File: config.mk
export PLATFORM = sky130hd
export DESIGN_NAME = mov_monitor
export DESIGN_NICKNAME = d
export VERILOG_FILES = /design/src/rtl/mov_monitor.sv
export SDC_FILE = /design/constraint.sdc
export NUM_CORES = 1
export LEC_CHECK = 0
export ABC_AREA = 1
export CORE_UTILIZATION = 50
export CTS_BUF_LIST = sky130_fd_sc_hd__clkbuf_2 sky130_fd_sc_hd__clkbuf_4 sky130_fd_sc_hd__clkbuf_8
export DETAILED_ROUTE_END_ITERATION = 10
export GPL_TIMING_DRIVEN = 0
export MAX_ROUTING_LAYER = met4
export PLACE_DENSITY = 0.78
export SLEW_MARGIN = 20
export SYNTH_ARGS = -nofsm -noshare
export SYNTH_HDL_FRONTEND = slang
export SYNTH_SLANG_ARGS = --single-unit
File: constraint.sdc
create_clock -name clk -period 2 [get_ports clk]
set_input_delay 0.4 -clock clk [delete_from_list [all_inputs] [get_ports clk]]
set_output_delay 0.4 -clock clk [all_outputs]
set_load 0.01 [all_outputs]
File: src/rtl/mov_monitor.sv
// mov_monitor: checks a MOV source/destination sweep.
// A start pulse arms the checker. The sweep must begin at src=1 and count up
// through every nonzero value. It ends when src returns to 0 (the wrap-around).
// Each nonzero sample is compared (dst vs src) and counted.
// Ports:
//   clk, rst_n          clock, async active-low reset (release synchronised)
//   start, sample       arm pulse, sample strobe
//   src, dst [N-1:0]    MOV source value driven, destination value returned
//   busy, done, pass    status; pass is valid while done=1
//   err_cnt, vec_cnt    saturating mismatch / vector counters [N:0]
//   seq_err             sticky sweep-order violation
//   first_bad [N-1:0]   src of the first mismatch since start (0 if none)
//
// state | meaning
// IDLE  | waiting for start after reset
// ARM   | waiting for the first vector (src=1)
// RUN   | sweep in progress, exp holds the next expected src
// DONE  | terminal vector seen, results frozen until start
module mov_monitor #(
  parameter int N = 4
) (
  input  logic         clk,
  input  logic         rst_n,
  input  logic         start,
  input  logic         sample,
  input  logic [N-1:0] src,
  input  logic [N-1:0] dst,
  output logic         busy,
  output logic         done,
  output logic         pass,
  output logic [N:0]   err_cnt,
  output logic [N:0]   vec_cnt,
  output logic         seq_err,
  output logic [N-1:0] first_bad
);

  typedef enum logic [1:0] {S_IDLE, S_ARM, S_RUN, S_DONE} state_t;

  localparam logic [N:0]   CNT_MAX  = {(N+1){1'b1}};
  localparam logic [N:0]   VEC_FULL = {1'b0, {N{1'b1}}};
  localparam logic [N-1:0] ONE      = N'(1);

  state_t       state_q, state_d;
  logic [1:0]   rst_sync_q;
  logic         run_en;
  logic [N:0]   err_q, err_d, vec_q, vec_d;
  logic         seq_q, seq_d, pass_q, pass_d;
  logic [N-1:0] fb_q, fb_d, exp_q, exp_d;

  // Reset asserts immediately. State may only advance after two clean edges.
  always_ff @(posedge clk or negedge rst_n) begin
    if (!rst_n) rst_sync_q <= 2'b00;
    else        rst_sync_q <= {rst_sync_q[0], 1'b1};
  end
  assign run_en = rst_sync_q[1];

  always_ff @(posedge clk or negedge rst_n) begin
    if (!rst_n) begin
      state_q <= S_IDLE;
      err_q   <= '0;
      vec_q   <= '0;
      seq_q   <= 1'b0;
      pass_q  <= 1'b0;
      fb_q    <= '0;
      exp_q   <= ONE;
    end else begin
      state_q <= state_d;
      err_q   <= err_d;
      vec_q   <= vec_d;
      seq_q   <= seq_d;
      pass_q  <= pass_d;
      fb_q    <= fb_d;
      exp_q   <= exp_d;
    end
  end

  always_comb begin
    state_d = state_q;
    err_d   = err_q;
    vec_d   = vec_q;
    seq_d   = seq_q;
    pass_d  = pass_q;
    fb_d    = fb_q;
    exp_d   = exp_q;
    if (run_en) begin
      if (start) begin
        // Start has priority in every state; a same-cycle sample is dropped.
        state_d = S_ARM;
        err_d   = '0;
        vec_d   = '0;
        seq_d   = 1'b0;
        pass_d  = 1'b0;
        fb_d    = '0;
        exp_d   = ONE;
      end else if (sample && (state_q == S_ARM || state_q == S_RUN)) begin
        if (state_q == S_RUN && src == '0) begin
          // Terminal vector: only the order check applies, no compare.
          seq_d   = seq_q | (exp_q != '0);
          pass_d  = (err_q == '0) && !seq_d && (vec_q == VEC_FULL);
          state_d = S_DONE;
        end else begin
          if (src != '0) begin
            if (vec_q != CNT_MAX) vec_d = vec_q + 1'b1;
            if (dst != src) begin
              if (err_q != CNT_MAX) err_d = err_q + 1'b1;
              // Compared src is never 0, so fb_q==0 means nothing captured yet.
              if (fb_q == '0) fb_d = src;
            end
          end
          if (state_q == S_ARM) begin
            if (src == ONE) begin
              state_d = S_RUN;
              exp_d   = src + ONE;
            end else begin
              seq_d = 1'b1;
            end
          end else begin
            if (src != exp_q) seq_d = 1'b1;
            exp_d = src + ONE;
          end
        end
      end
    end
  end

  assign busy      = (state_q == S_ARM) || (state_q == S_RUN);
  assign done      = (state_q == S_DONE);
  assign pass      = pass_q;
  assign err_cnt   = err_q;
  assign vec_cnt   = vec_q;
  assign seq_err   = seq_q;
  assign first_bad = fb_q;

endmodule

### Yosys cells after proc, flatten, opt, wreduce, memory -nomap -nowiden

Cells that the tools add are included.

* register bits: 24
* output and inout bits: 18
* logic and storage cells: 88

* multiplexer cells: 36
* reduce and logical (&&, ||, !) cells: 28
* add/sub/neg operators: 3
* equal/unequal tests: 12
* bitwise operators: 1

Operator list (number)
* 2-to-1 mux 5 bit: 11
* 2-to-1 mux 4 bit: 11
* nonzero test 2 bit: 7
* AND reduction 4 bit: 3
* AND reduction 6 bit: 2
* nonzero test 4 bit: 3
* adder 5 x 1 -> 5 bit (second input constant): 2
* 2-to-1 mux 2 bit: 5
* != test 5 bit (second input constant): 2
* 2-to-1 mux 1 bit: 9
* logical NOT 4 bit: 2
* != test 4 bit: 2
* nonzero test 3 bit: 2
* == test 5 x 4 -> 1 bit (second input constant): 1
* logical NOT 5 bit: 1
* AND reduction 5 bit: 1
* adder 4 x 1 -> 4 bit (second input constant): 1
* == test 2 bit (second input constant): 2
* == test 4 x 1 -> 1 bit (second input constant): 1
* logical AND 1 bit: 4
* != test 4 bit (second input constant): 1
* != test 3 x 2 -> 1 bit (second input constant): 1
* AND reduction 3 bit: 1
* == test 2 x 1 -> 1 bit (second input constant): 1
* 4 further kinds: 4

### Depth between registers and ports, before layout

* depth in word-level cells: 8
* gate-level depth with buffers: 11
* gate-level depth less buffers: 11

### Worst setup path after synthesis

Ideal clock, no wire load.

* path kind: reg2reg
* start point: register state_q[0]
* end point: register err_q[0], in the netlist err_cnt[0]
* data required time: 1.883 ns
* clock period less this slack: 1.507 ns
* arrival: 1.390 ns
* slack: 0.493 ns
* cell stages (with the launch flop): 11
* path through: dfrtp_1 inv_1 ha_1 inv_1 nand2_1 nand2_1 nand2_2 nor2_4 nand3_1 nand2_1 nand2_1

* longest elaborated chain between the ends: 5
* elaborated cells between the ends (all ways): 8

RTL lines
* from (decl): line 43 `state_t state_q, state_d;`
* from (signal assigned): line 67 `state_q <= state_d;`
* == test 2 x 1 -> 1 bit / == test 2 bit (equally long branches)
* logical OR 1 bit (*)
* net busy: line 28 `output logic busy,`
* logical AND 1 bit (*): line 95 `end else if (sample && (state_q == S_ARM || state_q == S_RUN)) begin`
* nonzero test 2 bit (no source line) (*)
* AND reduction 6 bit (no source line) (*)
* to (signal assigned): line 68 `err_q <= err_d;`
* to (decl): line 46 `logic [N:0] err_q, err_d, vec_q, vec_d;`

Mark *: on every way through the listed nets, which the timed path passes. The rest lies on a longest branch.
A chain may end at the register's enable or synchronous reset.

### Final worst setup path

* start point: register state_q[0]
* end point: output port done

* longest elaborated chain between the ends: 1

RTL lines
* == test 2 bit: line 127 `assign done = (state_q == S_DONE);`
* to (decl): line 29 `output logic done,`

Every way passes these cells.

==> summary.txt <==
Status
  • Outcome: complete, but fails checks
  • Violated checks: DRC

Power
  • Clk pwr share: 21.2%
  • Combinational Power Share: 37.1%
  • Sequential share of power: 41.7%
  • Peak VDD IR: 0.000519 V
  • Sw frac: 34.4%
  • Pwr/cell area: 887 nW/um2
  • Psw: 583 uW
  • Design Power: 1690 uW
  • Leak Pwr: 0.000949 uW
  • Int Power: 1110 uW

Synthesis
  • Register area share after synthesis: 39.2%
  • Top-area cell type share of the netlist area: 37.5%
  • Adder and majority cell fraction of the synthesized area: 9.78%
  • Synth Register Bits: 24
  • Post-Synth Simple-Gate Area: 35.2%
  • Cell count after synthesis: 209
  • Synth Warn #: 0
  • Syn_nets: 233
  • Post-synthesis xor/xnor area fraction: 1.14%
  • Largest family of logic cells by synthesized area: simple AND/OR/NAND/NOR gates
  • Post-Syn Area: 1540 um2
  • Top cells by area, synth: dfrtp_1 (37%), nand2_1 (16%), ha_1 (9.8%)
  • Netlist cell types: 25
  • Mux contribution to synthesized area: 0%
  • Area leader, netlist: dfrtp_1
  • Post-synthesis area per instance: 7.35 um2
  • Post-synthesis compound-gate area fraction: 7.33%

Global route
  • Largest net degree at the start of global routing: 25
  • First-pass GRT wire length: 5310 um
  • Overflow after GRT: 0
  • Vias in the first global route: 1239
  • GR Util All Layers: 21.5%
  • Initial antenna violation count: 0

Placed design
  • DP Worst Slack: -107 ps
  • Number of buffers inserted by port buffering: 28
  • GPL Wtd Cong: 0.837
  • Placed Area: 1850 um2
  • DPL Wire Length: 2390 um

Timing
  • Relative slew margins: 64.2%
  • Final min period: 1920 ps
  • Slew @ Worst Pin: 537 ps
  • Final hold vios: 0
  • RSZ-0062 raised after global routing: no
  • Setup TNS: 0 ps
  • Fmax: 520 MHz
  • # setup viols final: 0
  • Max-slew violations: 0
  • Skew final: 1.66 ps
  • Slack of the critical path: 77.0 ps
  • Worst Hold Slack: 33.5 ps
  • Crit share post-route: 96.1%

Detailed routing
  • DR DRC count: 2
  • Total wire length: 3120 um
  • Detail Route Antenna Nets: 0
  • Vias: 1362
  • Routed length per instance: 11.4 um
  • Drt first pass iters: 7
  • Vias per cell: 4.99
  • Iter 0 DRT Violations: 38

Cells and area
  • Final instance area: 1910 um2
  • Layout cells sized above 1: 9.09%
  • Area growth syn-to-layout: 24.3%
  • ANT cells: 0
  • Nets: 267
  • # fillers: 243

CTS
  • Clock sink count: 24
  • Worst-Skew Late Latency: 320 ps
  • Largest buffer count on any clock path: 2
  • H-tree Lvls: 1
  • TritonCTS clock tree: done
  • Clock root cell: clkbuf_4
  • Total CTS buffers: 3
  • Clock transition at path regs: 140 ps

Floorplanning
  • Die area: 3300 um2
  • Rows: 19
  • Die X: 57.4 um
  • Initial Utilization: 54.3%
  • I/O Pins: 30
  • CORE AREA: 2830 um2
  • Die height: 57.4 um

Worst hold path
  • Hold Path Class: in2async

Critical path
  • CP startpoint kind: flip-flop
  • CP Class: reg2out
  • CP max FO: 2
  • R2R setup slack: 360 ps
  • Worst EP required: 1600 ps
  • RR Endpoint: vec_cnt[3]$_DFFE_PN0P_
  • CP endpoint kind: primary output
  • R2R depth: 8
  • Worst r2r src: vec_cnt[0]$_DFFE_PN0P_
  • Arrival @ worst endpoint: 1520 ps

Run
  • Maxcap violations: 0
[state kept, by name, indices dropped and copies added (netlist names)]
name,count
pass,1
state_q,2
first_bad,4
seq_err,1
rst_sync_q,2
vec_cnt,5
err_cnt,5
exp_q,4
[worst max-delay path: stages, from the launching register on]
cell	delay (ps)
dfrtp_1	410
buf_4	140
ha_1	180
clkdlybuf4s50_1	470
[worst max path at each step]
stage	to	startpoint	slack, ps
final	done	state_q[0]$_DFFE_PN0P_	80
after global routing	done	state_q[0]$_DFFE_PN0P_	40
after CTS	done	state_q[0]$_DFFE_PN0P_	70
after detailed placement	state_q[1]$_DFFE_PN0P_	src[1]	-110
after global placement	state_q[1]$_DFFE_PN0P_	src[1]	-90
after floorplan	err_cnt[0]$_DFFE_PN0P_	state_q[0]$_DFFE_PN0P_	490
[metrics by stage]
stage / instances / utilization (%)
after global placement: 268 / 65.5
after floorplan: 209 / -
after detailed placement: 268 / 65.4
after CTS: 273 / 67.4
final: 273 / 67.4
after global routing: 273 / 67.4
[per-layer routing]
| metal | vias to the layer above | track usage [%] | wire length, um |
|---|---|---|---|
| met5 | - | - | 0 |
| met4 | 0 | 8.36 | 51 |
| li1 | 738 | - | - |
| met2 | 24 | 33.4 | 1410 |
| met1 | 594 | 28.4 | 1570 |
| met3 | 6 | 2.72 | 84 |
[cell usage after synthesis]
library cell,number
a21oi_1,1
buf_2,3
buf_6,1
clkbuf_1,1
conb_1,1
dfrtp_1,23
dfstp_2,1
ha_1,12
inv_1,19
inv_2,2
nand2_1,67
nand2_2,1
nand3_1,14
nand3_2,1
nand4_1,12
nor2_1,26
nor2_2,1
nor2_4,1
o211ai_2,1
o21ai_0,6
o21ai_1,8
o21ai_2,2
o31ai_1,1
or2_2,2
xor2_1,2
[final cells by class]
class / instances / area [um2] / area share, %
timing repair buffer: 29 / 282 / 14.8
inverter: 21 / 78.8 / 4.13
tap: 31 / 38.8 / 2.03
sequential: 24 / 602 / 31.5
clock buffer: 3 / 22.5 / 1.18
clock inverter: 1 / 30.0 / 1.57
multi-input combinational: 159 / 825 / 43.2
buffer: 5 / 30.0 / 1.57
[timing repair]
action,CTS,global route
endpoints found under the hold margin,0,0
hold buffers,0,0
resized for setup,1,0
setup buffers,1,0
setup endpoints to repair,1,0
[layout by cell type (no fill, tap or decap), types with 2 or more instances in the layout]
master and n:
buf_2 4, clkbuf_4 3, o21ai_0 6, or2_2 2
dfrtp_1 23, nand3_1 14, inv_1 19, ha_1 12
nand2_1 67, xor2_1 2, nor2_1 26, clkdlybuf4s50_1 26
nand4_1 12, inv_2 2, o21ai_2 2, o21ai_1 8
[cells by family after synthesis]
logic type / count (synthesis)
xor+xnor: 2
flops: 24
other cells: 1
buf+inv: 26
simple gates: 125
fa+ha+maj: 12
compound gates: 19
[power by group through the flow]
stage | combinational [uW] | clock [uW] | sequential [uW]
finish | 629 | 358 | 706
global placement | 623 | 0 | 715
detailed placement | 629 | 0 | 719
floorplan | 327 | 0 | 732
global route | 720 | 384 | 721
CTS | 635 | 370 | 706
Power figures use the tool's default switching activity.
